## config.mk

```make
export PLATFORM = sky130hd
export DESIGN_NAME = dbus_port_router
export DESIGN_NICKNAME = d
export VERILOG_FILES = /design/src/rtl/dbus_port_router.sv
export SDC_FILE = /design/constraint.sdc
export NUM_CORES = 1
export LEC_CHECK = 0
export ABC_AREA = 1
export BUFFER_PORTS_ARGS = -buffer_cell sky130_fd_sc_hd__buf_2
export CAP_MARGIN = 25
export CORE_AREA = 5 5 207 209
export CTS_CLUSTER_DIAMETER = 40
export DETAILED_ROUTE_END_ITERATION = 16
export DIE_AREA = 0 0 212 214
export GPL_TIMING_DRIVEN = 0
export SLEW_MARGIN = 20
export SYNTH_ARGS = -nofsm -noshare
export SYNTH_HDL_FRONTEND = slang
export SYNTH_SLANG_ARGS = --single-unit
```

## constraint.sdc

```tcl
create_clock -name clk -period 6.69 [get_ports clk]
set_clock_uncertainty 0.05 [all_clocks]
set_input_delay 1.0035 -clock clk [delete_from_list [all_inputs] [get_ports clk]]
set_output_delay 1.0035 -clock clk [all_outputs]
set_load 0.02 [all_outputs]
```

## src/rtl/dbus_port_router.sv

```systemverilog
// dbus_port_router: steers NUM_PORTS pipeline dbus requests to NUM_PORTS DCache
// lanes or to one shared uncached port, with fixed kseg0/kseg1 translation, and
// routes data_ok/data back to the originating port with several requests in flight.
// Requests and addr_ok pass straight through; data_ok is combinational from downstream.
// Optional build macro: DBUS_ROUTER_PERF_CNT_EN adds perf_cached/perf_uncached/perf_stall.

package dbus_pkg;
  typedef struct packed {
    logic        valid;
    logic [31:0] addr;
    logic [2:0]  size;
    logic [3:0]  strobe;
    logic [31:0] data;
  } dbus_req_t;

  typedef struct packed {
    logic        addr_ok;
    logic        data_ok;
    logic [31:0] data;
  } dbus_resp_t;
endpackage

module dbus_port_router
  import dbus_pkg::*;
#(
  parameter int NUM_PORTS   = 2,
  parameter int OUTSTANDING = 2
) (
  input  logic                        clk,
  input  logic                        resetn,
  input  dbus_req_t  [NUM_PORTS-1:0]  dreq,
  output dbus_resp_t [NUM_PORTS-1:0]  dresp,
  output dbus_req_t  [NUM_PORTS-1:0]  creq,
  input  dbus_resp_t [NUM_PORTS-1:0]  cresp,
  output dbus_req_t                   ureq,
  input  dbus_resp_t                  uresp
`ifdef DBUS_ROUTER_PERF_CNT_EN
  ,
  output logic [31:0]                 perf_cached,
  output logic [31:0]                 perf_uncached,
  output logic [31:0]                 perf_stall
`endif
);

  localparam int PW    = (NUM_PORTS > 1) ? $clog2(NUM_PORTS) : 1;
  localparam int AW    = (OUTSTANDING > 1) ? $clog2(OUTSTANDING) : 1;
  localparam int CW    = $clog2(OUTSTANDING + 1);
  localparam int DEPTH = 1 << AW;
  localparam logic [CW-1:0] CNT_MAX = CW'(OUTSTANDING);

  // request classification
  logic [31:0]          paddr    [NUM_PORTS];
  logic [NUM_PORTS-1:0] is_unc;
  logic [NUM_PORTS-1:0] cvalid;
  logic [PW-1:0]        lane_of  [NUM_PORTS];
  logic [PW:0]          lane_acc;
  logic [NUM_PORTS-1:0] same_tgt;
  logic [NUM_PORTS-1:0] room;
  logic [NUM_PORTS-1:0] can_issue;

  // acceptance / response events
  logic [NUM_PORTS-1:0] c_acc;
  logic [NUM_PORTS-1:0] c_push;
  logic [PW-1:0]        c_push_id [NUM_PORTS];
  logic [NUM_PORTS-1:0] c_pop;
  logic [NUM_PORTS-1:0] rsp_hit;
  logic                 usel_vld;
  logic [PW-1:0]        usel;
  logic                 u_acc;
  logic                 u_done;

  // per-port and per-lane state
  logic [CW-1:0]        out_cnt   [NUM_PORTS];
  logic [NUM_PORTS-1:0] last_unc;
  logic [PW-1:0]        last_lane [NUM_PORTS];
  logic [PW-1:0]        fmem      [NUM_PORTS][DEPTH];
  logic [AW-1:0]        rptr      [NUM_PORTS];
  logic [AW-1:0]        wptr      [NUM_PORTS];
  logic [CW-1:0]        fcnt      [NUM_PORTS];
  logic                 ubusy;
  logic [PW-1:0]        uowner;

  // translate, classify, and compact valid cached requests onto lanes 0..k
  always_comb begin
    lane_acc = '0;
    for (int i = 0; i < NUM_PORTS; i++) begin
      paddr[i]   = (dreq[i].addr[31:30] == 2'b10) ? {3'b000, dreq[i].addr[28:0]}
                                                   : dreq[i].addr;
      is_unc[i]  = (dreq[i].addr[31:29] == 3'b101);
      cvalid[i]  = dreq[i].valid && !is_unc[i];
      lane_of[i] = lane_acc[PW-1:0];
      if (cvalid[i]) lane_acc = lane_acc + 1'b1;
    end
  end

  // issue rule: depth limit, single target while in flight, target has room
  always_comb begin
    for (int i = 0; i < NUM_PORTS; i++) begin
      same_tgt[i]  = (out_cnt[i] == '0) ||
                     ((last_unc[i] == is_unc[i]) &&
                      (is_unc[i] || (last_lane[i] == lane_of[i])));
      room[i]      = is_unc[i] ? !ubusy : (fcnt[lane_of[i]] != CNT_MAX);
      can_issue[i] = resetn && dreq[i].valid && (out_cnt[i] != CNT_MAX) &&
                     same_tgt[i] && room[i];
    end
  end

  // uncached arbitration: lowest-index eligible port wins
  always_comb begin
    usel_vld = 1'b0;
    usel     = '0;
    for (int i = 0; i < NUM_PORTS; i++) begin
      if (!usel_vld && is_unc[i] && can_issue[i]) begin
        usel_vld = 1'b1;
        usel     = PW'(i);
      end
    end
  end

  // downstream request drive, addr_ok return and data_ok/data routing
  always_comb begin
    creq      = '0;
    ureq      = '0;
    dresp     = '0;
    c_acc     = '0;
    c_push    = '0;
    c_pop     = '0;
    rsp_hit   = '0;
    u_acc     = 1'b0;
    u_done    = 1'b0;
    for (int i = 0; i < NUM_PORTS; i++) c_push_id[i] = '0;

    for (int i = 0; i < NUM_PORTS; i++) begin
      if (cvalid[i] && can_issue[i]) begin
        creq[lane_of[i]]      = dreq[i];
        creq[lane_of[i]].addr = paddr[i];
        c_acc[i]              = cresp[lane_of[i]].addr_ok;
        dresp[i].addr_ok      = c_acc[i];
        if (c_acc[i]) begin
          c_push[lane_of[i]]    = 1'b1;
          c_push_id[lane_of[i]] = PW'(i);
        end
      end
    end

    if (usel_vld) begin
      ureq                = dreq[usel];
      ureq.addr           = paddr[usel];
      u_acc               = uresp.addr_ok;
      dresp[usel].addr_ok = uresp.addr_ok;
    end

    for (int k = 0; k < NUM_PORTS; k++) begin
      c_pop[k] = resetn && cresp[k].data_ok && (fcnt[k] != '0);
      if (c_pop[k]) begin
        dresp[fmem[k][rptr[k]]].data_ok = 1'b1;
        dresp[fmem[k][rptr[k]]].data    = cresp[k].data;
        rsp_hit[fmem[k][rptr[k]]]       = 1'b1;
      end
    end

    u_done = resetn && uresp.data_ok && ubusy;
    if (u_done) begin
      dresp[uowner].data_ok = 1'b1;
      dresp[uowner].data    = uresp.data;
      rsp_hit[uowner]       = 1'b1;
    end
  end

  // lane owner FIFOs and uncached owner tracking
  always_ff @(posedge clk) begin
    if (!resetn) begin
      for (int k = 0; k < NUM_PORTS; k++) begin
        rptr[k] <= '0;
        wptr[k] <= '0;
        fcnt[k] <= '0;
      end
      ubusy  <= 1'b0;
      uowner <= '0;
    end else begin
      for (int k = 0; k < NUM_PORTS; k++) begin
        if (c_push[k]) begin
          fmem[k][wptr[k]] <= c_push_id[k];
          wptr[k]          <= wptr[k] + 1'b1;
        end
        if (c_pop[k]) rptr[k] <= rptr[k] + 1'b1;
        case ({c_push[k], c_pop[k]})
          2'b10:   fcnt[k] <= fcnt[k] + 1'b1;
          2'b01:   fcnt[k] <= fcnt[k] - 1'b1;
          default: fcnt[k] <= fcnt[k];
        endcase
      end
      if (u_acc) begin
        ubusy  <= 1'b1;
        uowner <= usel;
      end else if (u_done) begin
        ubusy <= 1'b0;
      end
    end
  end

  // per-port outstanding count and the target those requests went to
  always_ff @(posedge clk) begin
    if (!resetn) begin
      for (int i = 0; i < NUM_PORTS; i++) begin
        out_cnt[i]   <= '0;
        last_lane[i] <= '0;
      end
      last_unc <= '0;
    end else begin
      for (int i = 0; i < NUM_PORTS; i++) begin
        logic inc;
        inc = c_acc[i] || (u_acc && (usel == PW'(i)));
        case ({inc, rsp_hit[i]})
          2'b10:   out_cnt[i] <= out_cnt[i] + 1'b1;
          2'b01:   out_cnt[i] <= out_cnt[i] - 1'b1;
          default: out_cnt[i] <= out_cnt[i];
        endcase
        if (inc) begin
          last_unc[i]  <= is_unc[i];
          last_lane[i] <= lane_of[i];
        end
      end
    end
  end

`ifdef DBUS_ROUTER_PERF_CNT_EN
  logic [31:0] n_cacc;
  logic        stall_any;

  // per-cycle event tallies for the performance counters
  always_comb begin
    n_cacc    = '0;
    stall_any = 1'b0;
    for (int i = 0; i < NUM_PORTS; i++) begin
      n_cacc = n_cacc + 32'(c_acc[i]);
      if (dreq[i].valid && !dresp[i].addr_ok) stall_any = 1'b1;
    end
  end

  // wrapping event counters, one cycle behind the event
  always_ff @(posedge clk) begin
    if (!resetn) begin
      perf_cached   <= '0;
      perf_uncached <= '0;
      perf_stall    <= '0;
    end else begin
      perf_cached   <= perf_cached + n_cacc;
      perf_uncached <= perf_uncached + 32'(u_acc);
      perf_stall    <= perf_stall + 32'(stall_any);
    end
  end
`endif

endmodule

```

==> metrics.md <==
| Metric | Value |
|---|---|
| Status | finished, final reports clean |
| Clock sink count | 21 |
| Worst setup SP type | primary input |
| # Post-CTS Setup Buffers | 0 |
| Post-route DRC violation count | 0 |
| Prevailing post-synth register cell | edfxtp_1 |
| Hold Crit Depth | 2 |
| Cell area after synthesis | 5200 um2 |
| First-pass GRT wire length | 62,800 um |
| EDFF count, synth | 17 |
| Initial antenna violation count | 8 |
| RePlAce Congestion | about 1 |
| Hold Path Class | reg2reg |
| Port buffer count | between 500 and 600 |
| Core area | 40,600 um2 |
| Register bit count reported by yosys | 21 |
| TritonCTS clock tree | yes |
| Final setup violating endpoints | 0 |
| Critical path peak fanout | 10 |
| YS warnings | 0 |
| Commonest cells in the netlist | inv_1 (228), nand3_1 (134), nor2_1 (92) |
| P per Cell Area | 86.0 nW/um2 |
| Die Area | 45,400 um2 |
| Die Y | ~210 um |
| Setup crit end kind | output port |
| Dominant cells by area after synthesis | inv_1 (16%), nand3_1 (13%), edfxtp_1 (9.8%) |
| Die width | 212 um |
| Netlist cell types | 41 |
| R2R cell count | 11 |
| Post-synthesis sequential area ratio | 0.113 |
| Clk root buf | clkbuf_16 |
| Worst EP required | 5640 ps |
| Max rail drop VDD | 70.2 uV |
| Area of the multi-input gates | roughly 3300 um2 |
| Final min period | 4260 ps |
| Area leader, netlist | inv_1 |
| Part of the power in the clock network | 0.173 |
| CTS clk-pin slew, worst paths | 60 ps |
| Number of DRC markers in iteration 0 | 1,023 |
| Cts hold-fix bufs | 0 |
| Top-count cell post-synth | inv_1 |
| All-Layer GR Usage | 0.183 |
| R2R Setup Slk | 4010 ps |
| DR WL/cell | 22.5 um |
| Area added between synthesis and finish | 65.3% |
| DP Worst Slack | around 2400 ps |
| Final period utilization | 0.637 |
| Pins Over Slew Limit | 0 |
| Worst hold slack | 447 ps |
| Final Hold Viols | 0 |
| Num ports | 532 |
| Seq pwr share | 0.215 |
| Detailed-route via count | 9,300 |
| Psw | 358 uW |
| Leakage | ~5.3 nW |
| Slew @ Worst Pin | 869 ps |
| Maximum Capacitance Violations | 0 |
| Yosys top cell area share | 0.164 |
| Final HPWL DP | about 38,000 um |
| Antenna viol nets, final | 0 |
| WP data arrival | 3210 ps |
| Final wirelength | 45,300 um |
| Register area | between 500 and 600 um2 |
| Crit path kind | in2out |
| Gate Count Post-Synth | 947 |
| Htree depth | 1 |
| Fill cells | between 4,000 and 5,000 |
| Sum of negative setup slack | 0 ps |
| Vias per cell | 4.61 |
| Starting Density | 0.128 |
| Congestion Overflow GR | 0 |
| CTS Buf Count | 3 |
| Fraction of registers with async set/reset | 0 |
| Clock latency on the worst-skew pair | 260 ps |
| Clk buf depth | 2 |
| P_int | 381 uW |
| RSZ-0062 raised after global routing | no |
| Ratio of cells with drive above 1 in the final layout | 0.414 |
| Logic pwr share | 0.612 |
| Post-cts resize count | 0 |
| Pre-Repair DR Iteration Count | 5 |
| Largest net degree at the start of global routing | 13 |
| Syn avg cell area | 5.50 um2 |
| Setup ws final | ~2400 ps |
| Final Power | between 700 and 800 uW |
| Post-layout util | 0.212 |
| Switching Share | 0.484 |
| Cell Rows | 74 |
| Slew headroom | 0.421 |
| Nets | 1,740 |
| Vias in the first global route | around 9,000 |
| F_max | 235 MHz |
per-stage QoR:
stage / cells / instance area [um2]
final: 2016 / 8610
after CTS: 2012 / 8600
after detailed placement: 2008 / 8520
after global placement: 2008 / 8520
after floorplan: 949 / 5210
after global routing: 2015 / 8600
flip-flops by register name (all words and copies together) (netlist names):
| signal | flops |
|---|---|
| last_unc | 2 |
| fmem | 4 |
| last_lane | 1 |
| fcnt | 4 |
| ubusy | 1 |
| wptr | 2 |
| uowner | 1 |
| rptr | 2 |
| out_cnt | 4 |
cell type report:
| cell class | instances | share of cell area |
|---|---|---|
| Antenna cell | 4 | 0.00116 |
| Sequential cell | 21 | 0.0686 |
| Tap cell | 532 | 0.0773 |
| Timing Repair Buffer | 527 | 0.306 |
| Multi-Input combinational cell | 619 | 0.386 |
| Clock buffer | 3 | 0.00872 |
| Inverter | 235 | 0.103 |
| Buffer | 74 | 0.0475 |
| Clock inverter | 1 | 0.000582 |
placed cells by master (no fill, tap or decap), drive strengths merged, types with 2 or more instances in the layout:
cell      n
nor3b     2
conb      3
nand3   140
o221ai   18
o21ai   104
or2       2
a31oi     5
nand4     9
clkbuf   28
buf     576
o22ai    68
nand2    84
ha       11
nor3     19
dfxtp     4
a21oi    25
inv     235
o211ai    2
edfxtp   17
diode     4
o311ai   17
nor2    106
power groups by stage:
stage / Combinational (mW) / Sequential (mW) / Clock (mW)
floorplan: 0.229 / 0.160 / 0
global placement: 0.446 / 0.162 / 0
detailed placement: 0.448 / 0.162 / 0
CTS: 0.450 / 0.159 / 0.130
global route: 0.487 / 0.160 / 0.136
finish: 0.453 / 0.159 / 0.128
cell families (layout without fill, tap and decap cells):
kind of cell / after synthesis / after routing / synth area share
simple gates: 363 / 363 / 0.330
buf+inv: 309 / 840 / 0.249
flops: 21 / 21 / 0.113
other cells: 1 / 7 / 0.000720
fa+ha+maj: 11 / 11 / 0.0264
compound gates: 241 / 241 / 0.278
xor+xnor: 1 / 1 / 0.00168
worst paths after layout:
kind / endpoint / from
setup / recovery: ureq[38] / dreq[141]
hold / removal: last_unc[0] / last_unc[0]
setup reg to reg: out_cnt[1][0] / fcnt[1][0]
hold reg to reg: last_unc[0] / last_unc[0]
worst max-delay path: stages:
cell	delay, ps
buf_2	140
inv_2	80
nand2_2	70
nor2_2	170
nand2_2	80
nand3_1	130
inv_1	80
nand2_2	120
clkbuf_1	670
o22ai_1	370
buf_2	270
layer usage:
metal | part of all wire | track usage | up-vias
met1 | 0.43 | 0.252 | 4455
met4 | 0.012 | 0.0210 | 6
li1 | - | - | 4216
met5 | 0.00091 | 0 | -
met3 | 0.095 | 0.0458 | 50
met2 | 0.47 | 0.299 | 573
Note: power is estimated with default switching activity, not from simulation.
